### config.mk
export PLATFORM = sky130hd
export DESIGN_NAME = pwm_fader
export DESIGN_NICKNAME = d
export VERILOG_FILES = /design/src/rtl/pwm_fader_pkg.sv /design/src/rtl/pwm_fader_tick_div.sv /design/src/rtl/pwm_fader.sv
export SDC_FILE = /design/constraint.sdc
export NUM_CORES = 1
export LEC_CHECK = 0
export CORE_MARGIN = 1.5
export CORE_UTILIZATION = 38
export DETAILED_ROUTE_END_ITERATION = 6
export DONT_BUFFER_PORTS = 1
export PLACE_DENSITY_LB_ADDON = 0.15
export SLEW_MARGIN = 20
export SYNTH_ARGS = -nofsm -noshare
export SYNTH_HDL_FRONTEND = slang
export SYNTH_SLANG_ARGS = --single-unit
export TNS_END_PERCENT = 100
### constraint.sdc
create_clock -name clk -period 4.61 [get_ports clk]
set_input_delay 0.461 -clock clk [delete_from_list [all_inputs] [get_ports clk]]
set_output_delay 0.461 -clock clk [all_outputs]
set_load 0.005 [all_outputs]
### src/rtl/pwm_fader_pkg.sv
// Shared types for the breathing PWM sequencer.
package pwm_fader_pkg;
   typedef enum logic [2:0] {
      ST_IDLE    = 3'd0,
      ST_UP      = 3'd1,
      ST_HOLD_HI = 3'd2,
      ST_DOWN    = 3'd3,
      ST_HOLD_LO = 3'd4
   } fader_state_t;
endpackage

### src/rtl/pwm_fader_tick_div.sv
// Step divider: one tick every div+1 cycles while run is high.
module tick_div #(
   parameter int W = 16
) (
   input  logic         clk,
   input  logic         rst,
   input  logic         run,
   input  logic [W-1:0] div,
   output logic         tick
);
   logic [W-1:0] cnt_q, cnt_d;

   always_comb begin
      cnt_d = cnt_q + 1'b1;
      if (!run || cnt_q == div) cnt_d = '0;
   end

   assign tick = run && (cnt_q == div);

   always_ff @(posedge clk or negedge rst) begin
      if (!rst) cnt_q <= '0;
      else      cnt_q <= cnt_d;
   end
endmodule

### src/rtl/pwm_fader.sv
// Triangle duty sequencer for a pwm instance; duty moves only on frame ends.
module pwm_fader
   import pwm_fader_pkg::*;
#(
   parameter int N     = 8,
   parameter int DIV_W = 16
) (
   input  logic             clk,
   input  logic             rst,
   input  logic             enable,
   input  logic [DIV_W-1:0] step_div,
   input  logic [N-1:0]     duty_min,
   input  logic [N-1:0]     duty_max,
   input  logic [N-1:0]     delta,
   input  logic [DIV_W-1:0] hold,
   output logic             pwm_ena,
   output logic             pwm_step,
   output logic [N-1:0]     pwm_duty,
   output logic             busy
);
   fader_state_t     state_q, state_d;
   logic [N-1:0]     duty_q, duty_d;
   logic [N-1:0]     frm_q, frm_d;
   logic [N-1:0]     min_q, min_d;
   logic [N-1:0]     max_q, max_d;
   logic [N-1:0]     dlt_q, dlt_d;
   logic [DIV_W-1:0] hcfg_q, hcfg_d;
   logic [DIV_W-1:0] div_q, div_d;
   logic [DIV_W-1:0] hcnt_q, hcnt_d;
   logic             busy_q, busy_d;
   logic             tick, fe;
   logic [N:0]       up_sum;
   logic [N-1:0]     up_nxt, dn_nxt;
   logic signed [N:0] dn_diff;

   tick_div #(.W(DIV_W)) u_tick_div (
      .clk  (clk),
      .rst  (rst),
      .run  (busy_q),
      .div  (div_q),
      .tick (tick)
   );

   assign pwm_step = tick;
   assign pwm_ena  = busy_q;
   assign busy     = busy_q;
   assign pwm_duty = duty_q;
   assign fe       = tick && (&frm_q);

   assign up_sum  = {1'b0, duty_q} + {1'b0, dlt_q};
   assign up_nxt  = (up_sum > {1'b0, max_q}) ? max_q : up_sum[N-1:0];
   assign dn_diff = $signed({1'b0, duty_q}) - $signed({1'b0, dlt_q});
   assign dn_nxt  = (dn_diff < $signed({1'b0, min_q})) ? min_q : dn_diff[N-1:0];

   always_comb begin
      state_d = state_q;
      duty_d  = duty_q;
      min_d   = min_q;
      max_d   = max_q;
      dlt_d   = dlt_q;
      hcfg_d  = hcfg_q;
      div_d   = div_q;
      hcnt_d  = hcnt_q;
      frm_d   = tick ? frm_q + 1'b1 : frm_q;
      unique case (state_q)
         ST_IDLE: begin
            duty_d = '0;
            if (enable) begin
               state_d = ST_UP;
               duty_d  = duty_min;
               min_d   = duty_min;
               max_d   = (duty_max > duty_min) ? duty_max : duty_min;
               dlt_d   = (delta == '0) ? N'(1) : delta;
               hcfg_d  = hold;
               div_d   = step_div;
            end
         end
         ST_UP: if (fe) begin
            if (!enable) begin
               state_d = ST_DOWN;
            end else begin
               duty_d = up_nxt;
               if (up_nxt == max_q) begin
                  state_d = ST_HOLD_HI;
                  hcnt_d  = hcfg_q;
               end
            end
         end
         ST_HOLD_HI: if (fe) begin
            if (!enable || hcnt_q == '0) state_d = ST_DOWN;
            else                         hcnt_d  = hcnt_q - 1'b1;
         end
         ST_DOWN: if (fe) begin
            duty_d = dn_nxt;
            if (dn_nxt == min_q) begin
               state_d = ST_HOLD_LO;
               hcnt_d  = hcfg_q;
            end
         end
         ST_HOLD_LO: if (fe) begin
            if (hcnt_q != '0) begin
               hcnt_d = hcnt_q - 1'b1;
            end else if (enable) begin
               state_d = ST_UP;
            end else begin
               state_d = ST_IDLE;
               duty_d  = '0;
            end
         end
         default: begin
            state_d = ST_IDLE;
            duty_d  = '0;
         end
      endcase
      busy_d = (state_d != ST_IDLE);
   end

   always_ff @(posedge clk or negedge rst) begin
      if (!rst) begin
         state_q <= ST_IDLE;
         duty_q  <= '0;
         frm_q   <= '0;
         min_q   <= '0;
         max_q   <= '0;
         dlt_q   <= '0;
         hcfg_q  <= '0;
         div_q   <= '0;
         hcnt_q  <= '0;
         busy_q  <= 1'b0;
      end else begin
         state_q <= state_d;
         duty_q  <= duty_d;
         frm_q   <= frm_d;
         min_q   <= min_d;
         max_q   <= max_d;
         dlt_q   <= dlt_d;
         hcfg_q  <= hcfg_d;
         div_q   <= div_d;
         hcnt_q  <= hcnt_d;
         busy_q  <= busy_d;
      end
   end
endmodule

Word level (Yosys, flattened, before mapping)
Index checks and enable logic that the tools add are counted.
{ "classes": {"n_addsub": 5, "magnitude_cmp": 3, "eq_ne": 18, "muxes": 35, "bitwise": 1, "reduce_logical": 16} }
{ "op_table": {"columns": ["op", "count"], "rows": [
  ["16-bit 2-to-1 mux", 10],
  ["8-bit 2-to-1 mux", 11],
  ["16-bit one-hot mux with 4 select lines", 1],
  ["8-bit one-hot mux with 5 select lines", 1],
  ["3-bit 2-to-1 mux", 10],
  ["2-bit inequality test (second input constant)", 11],
  ["16-bit by 1-bit adder with 16-bit output (second input constant)", 1],
  ["16-bit == test", 1],
  ["8-bit == test", 2],
  ["16-bit logical NOT", 1],
  ["16-bit nonzero test", 1],
  ["16-bit by 1-bit subtractor with 16-bit output (second input constant)", 1],
  ["3-bit one-hot mux with 5 select lines", 1],
  ["10-bit AND reduction", 1],
  ["8-bit by 8-bit adder with 9-bit output", 1],
  ["9-bit by 8-bit greater-than comparator with 1-bit output", 1],
  ["9-bit less-than comparator", 1],
  ["8-bit by 8-bit subtractor with 9-bit output", 1],
  ["8-bit by 1-bit adder with 8-bit output (second input constant)", 1],
  ["8-bit greater-than comparator", 1],
  ["8-bit logical NOT", 1],
  ["8-bit AND reduction", 1],
  ["7-bit AND reduction", 1],
  ["3-bit by 2-bit == test with 1-bit output (second input constant)", 2],
  ["other kinds (11)", 14]
]} }
{ "totals": {"reg_bits": 108, "output_inout_bits": 11, "wordCells": 89} }

Depth between registers and ports, before layout
{ "depth": {"ltp_word": 9, "ltp_mapped": 20} }

Modules after synthesis
From an unflattened synthesis, not the netlist that was laid out.
{ "hier_totals": {"cells_unflattened": 804, "hier_area_um2": 7302.0} }
{ "by_module_without_submodules": {"columns": ["mod", "instances", "cells_per_inst", "area_each_um2", "seq_area_each_um2"], "rows": [
  ["pwm_fader", 1, 703, 6307.3, 2302.2],
  ["tick_div", 1, 101, 994.7, 400.4]
]} }

Worst setup path before layout
Ideal clock, no wire load.
{ "synth_timing": {"kind": "reg2reg", "startpoint": "register duty_q[0] (netlist: pwm_duty[0])", "endpoint": "register hcnt_q[0]", "setup_time_ps": 120, "t_arrival_ps": 3985, "required_ps": 4490, "slack_ps": 506, "stages_incl_launch_ff": 19, "n_path_buf": 2, "synth_period_minus_slack_ps": 4104, "path_cell_list": "dfrtp_1 ha_1 inv_1 fa_1 or2_1 a211oi_2 nor2_1 o21a_1 xor2_1 ha_1 a2111oi_0 o221ai_1 a21oi_1 o311a_1 buf_2 o311ai_4 and3_1 buf_6 a31o_1"} }
{ "synth_via": {"elab_chain_cells": 6, "word_cells_on_any_way": 11, "classes_between": "add/sub (2); order compare (2); eq/ne (4); mux (2); reduce/logical (1)"} }
{ "synth_lines": {"columns": ["element", "line_no", "rtl"], "rows": [
  ["start, declared", "pwm_fader.sv:22", "logic [N-1:0] duty_q, duty_d;"],
  ["start signal, assigned", "pwm_fader.sv:132", "duty_q <= duty_d;"],
  ["8-bit by 8-bit subtractor with 9-bit output / 8-bit by 8-bit adder with 9-bit output (equally long branches)", "pwm_fader.sv:52, pwm_fader.sv:50", null],
  ["9-bit less-than comparator / 9-bit by 8-bit greater-than comparator with 1-bit output (equally long branches)", "pwm_fader.sv:53, pwm_fader.sv:51", null],
  ["8-bit 2-to-1 mux (on tied branches)", "pwm_fader.sv:53, pwm_fader.sv:51", null],
  ["8-bit == test (on tied branches)", "pwm_fader.sv:95, pwm_fader.sv:83", null],
  ["2-bit inequality test (no source line)", null, null],
  ["10-bit AND reduction (no source line) (*)", null, null],
  ["end signal, assigned", "pwm_fader.sv:139", "hcnt_q <= hcnt_d;"],
  ["end, declared", "pwm_fader.sv:29", "logic [DIV_W-1:0] hcnt_q, hcnt_d;"]
]} }
Every way passes the cells marked *; elsewhere a longest branch is shown, timed or not.
A chain may end at the register's enable or synchronous reset.

Worst setup path after layout
{ "layout_timing": {"startpoint": "register duty_q[0] (netlist: pwm_duty[0])", "endpoint": "register duty_q[4] (netlist: pwm_duty[4])"} }
{ "layout_via": {"elab_chain_cells": 6, "word_cells_on_any_way": 10, "classes_between": "add/sub (2); order compare (2); mux (6)"} }
{ "layout_lines": {"columns": ["element", "line_no", "rtl"], "rows": [
  ["8-bit by 8-bit adder with 9-bit output", "pwm_fader.sv:50", "assign up_sum = {1'b0, duty_q} + {1'b0, dlt_q};"],
  ["9-bit by 8-bit greater-than comparator with 1-bit output", "pwm_fader.sv:51", "assign up_nxt = (up_sum > {1'b0, max_q}) ? max_q : up_sum[N-1:0];"],
  ["8-bit 2-to-1 mux", "pwm_fader.sv:51", null],
  ["8-bit 2-to-1 mux", "pwm_fader.sv:79", "if (!enable) begin"],
  ["8-bit 2-to-1 mux", "pwm_fader.sv:78", "ST_UP: if (fe) begin"],
  ["8-bit one-hot mux with 5 select lines (*)", "pwm_fader.sv:65", "unique case (state_q)"]
]} }
Every way passes the cells marked *; elsewhere a longest branch is shown, timed or not. The select of a mux whose other input is x is not followed.

==> impl_metrics.yaml <==
setup_path:
  slowest_stage: "fa_1"
  rrSetupSlack_ns: 0.25
  arrival_ns: 4.61
  path_delay_family: "compound AO/OA/AOI/OAI gates"
  worst-path-max-fanout: 7
  max_stage_delay_ns: 0.43
  path_buf_inv: 2
  path_depth: 18
  cp_common_cell: "o21a_1"
  worst_setup_path_start_kind: "flip-flop"
  cp_cell_sequence: "ha_1 -> inv_1 -> fa_1 -> or2_1 -> a211oi_4 -> nor2_1 -> o21a_1 -> xor2_2 -> ha_1 -> o21a_1 -> o21a_1 -> o22a_1 -> a21oi_1 -> o311a_1 -> buf_6 -> mux2i_1 -> o221ai_1 -> a22o_1"
  r2r_start: "pwm_duty[0]"
  crit_required_ns: 4.86
  worstReg2RegEnd: "pwm_duty[4]"
  reg2regPathDepth: 18
  endpoint_kind: "flip-flop"
  worstSetupPathType: "flip-flop to flip-flop"
logic_synthesis:
  ys_warn_count: 0
  synth_compound_area_share_pct: 17.5
  syn_avg_cell_area_um2: 8.76
  synth_fa_ha_area_share_pct: 7.86
  yosys.area_share.simple_pct: 19.6
  ys_seq_area_share_pct: 37.6
  synthXorXnorAreaFrac_pct: 7.72
  yosys.cell_types.count: 70
  syn-num-nets: 924
  synthArstFlopShare_pct: 100
  syn_area_um2: 7190
  ys_seq_elements: 108
  synthesis.instances: 821
  synth_top_flop_cell: "dfrtp_1"
  synthMuxAreaShare_pct: 4.23
  synth_edf_count: 0
  synth_top_family_by_area: "simple AND/OR/NAND/NOR gates"
sta:
  slew_headroom_pct: 35.0
  skew_ns: 0.00910
  max_freq_mhz: 229
  slew_viol_final: 0
  final.setup.worst_slack_ns: 0.247
  hold_violations: 0
  holdWs_ns: 0.0143
  worst_slew_pin_slew_ns: 0.972
  period_needed_ns: 4.36
  timing.setup.tns_ns: 0
  setup_viol: 0
  fin_crit_sh_pct: 94.7
floorplan:
  initial_core_util_pct: 38.6
  die_area_um2: 19800
  pin_count: 70
  core_um2: 18600
  rows: 50
  die_w_um: 141
  die_y_um: 141
routing:
  avgViaCountPerCell: 5.62
  wl_per_cell_um: 17.2
  vias: 5848
  drt-pass1-iter-count: 5
  drc: 0
  drt-total-wl_mm: 17.9
  antenna_left: 0
  drt_iter0_markers: 353
cts:
  clockRootBuffer: "clkbuf_16"
  h-tree-depth: 3
  numCtsBuffers: 9
  clock_latency_ns: 0.35
  clk_pin_slew_ns: 0.07
  cts.sinks: 108
  clockBufferDepth: 2
  cts_tree: "done"
pwr:
  power_density_nw_per_um2: 230
  power_mw: 1.78
  leakagePower_nw: 3.39
  peakVddDrop_mv: 0.179
grt:
  grt_max_degree: 109
  antenna_found_initial: 0
  grt_pass1_wl_mm: 29.5
  grt_busiest_layer: "met2"
  met1_usage_pct: 26.2
  use_met2_pct: 29.0
  grt_pass1_vias: 5698
  use_met3_pct: 4.79
  track_usage_pct: 18.7
  grt-ovfl-total: 0
layout:
  final_util_pct: 41.6
  syn_to_final_growth_pct: 7.72
  finish.net_count: 905
  final_common_cell: "nand2_1"
  design_area_um2: 7750
  filler_cell_count: 1849
  drive_gt1_share_pct: 6.57
  mostFrequentLayoutCells: "nand2_1 (151), dfrtp_1 (106), inv_1 (50), o21ai_0 (48), xnor2_1 (45)"
  antenna_cells: 0
  final_cells: 1041
place:
  port_buffers: 0
  numPlacedInstances: 1023
  dpl_cell_area_um2: 7380
  gp_routability_congestion: 0.844
  hpwl_mm: 13.0
  dp_slack_ns: 0.144
job:
  drv_cap: 0
outcome:
  status: "complete, no violations"
min_path:
  hp-class: "input pin to async pin"
==> cell usage after synthesis, drive strengths merged, types with 6 or more instances <==
cell	instances	area share, %
nor2	37	1.9
nor3	18	1.3
mux2i	27	3.8
xor2	14	1.7
nor4	6	0.52
nand2	151	7.9
o311ai	6	0.97
and3	8	0.70
ha	42	7.3
a41oi	12	1.5
nor2b	7	0.61
dfrtp	108	38
o21ai	48	3.3
clkbuf	29	1.5
xnor2	46	5.7
nand3	21	1.5
or3	15	1.3
nand2b	6	0.52
o31ai	7	0.73
o221ai	9	1.1
buf	15	1.4
nand4	16	1.4
o21a	10	1.0
a21oi	34	2.5
a22o	13	1.6
inv	50	2.6
==> routing by layer <==
layer / wire length (um) / up-vias
li1: - / 2861
met1: 8660 / 2819
met2: 8020 / 154
met3: 1020 / 14
met4: 200 / 0
met5: 0 / -
==> worst max-delay path by stage <==
stage	slack [ns]	endpoint	startpoint
after global routing	-0.01	pwm_duty[6]	pwm_duty[0]
after detailed placement	0.14	hcnt_q[8]	pwm_duty[1]
after CTS	0.06	hcnt_q[9]	pwm_duty[1]
after global placement	0.29	pwm_duty[0]	pwm_duty[0]
final	0.25	pwm_duty[4]	pwm_duty[0]
after floorplan	0.51	hcnt_q[0]	pwm_duty[0]
==> worst register-to-register path, delay by kind of cell (launching register included) <==
family / cells / cell delay, ns
XOR/XNOR: 1 / 0.18
flip-flops: 1 / 0.41
adder cells (fa/ha/maj): 3 / 0.97
AND/OR/NAND/NOR: 2 / 0.41
buffers and inverters: 2 / 0.25
multiplexers: 1 / 0.21
AO/OA/AOI/OAI: 9 / 1.84
==> repair_timing <==
| item | in CTS | in global routing |
|---|---|---|
| buffers inserted | 0 | 1 |
| endpoints found under the setup margin | 0 | 26 |
| endpoints found under the hold margin | 108 | 0 |
| gates resized for setup | 0 | 8 |
| hold buffers | 1 | 0 |
==> flip-flops by register name, summed over array words and instances (netlist names) <==
signal and flops:
busy 1, div_q 16, dlt_q 8, frm_q 8
hcfg_q 16, hcnt_q 16, max_q 8, min_q 8
pwm_duty 8, state_q 3, u_tick_div.cnt_q 16
==> cell type report <==
cell class	instances	area (um^2)	share of cell area, %
repair buffers	14	129	1.66
well taps	234	293	3.78
multi-input cells	619	4140	53.4
flip-flops and latches	108	2710	34.9
clock buffers	13	270	3.49
clock inverters	3	27.5	0.355
inverters	50	188	2.42
==> cell families after synthesis <==
logic type                 after synthesis
and+or+nand+nor                        303
AOI/OAI and AO/OA                      181
DFF                                    108
buffers and inverters                   94
xor gates and xnor gates                61
adders and majority gates               44
muxes                                   30
==> power by group <==
group	total, mW	switching [mW]	internal, mW	leakage [nW]
Sequential	0.946	0	0.946	1.39
Combinational	0.0510	0.0326	0.0185	1.85
Clock	0.784	0.366	0.418	0.144
Total	1.78	0.399	1.38	3.39
No activity file was read; power rests on OpenSTA's default activity.
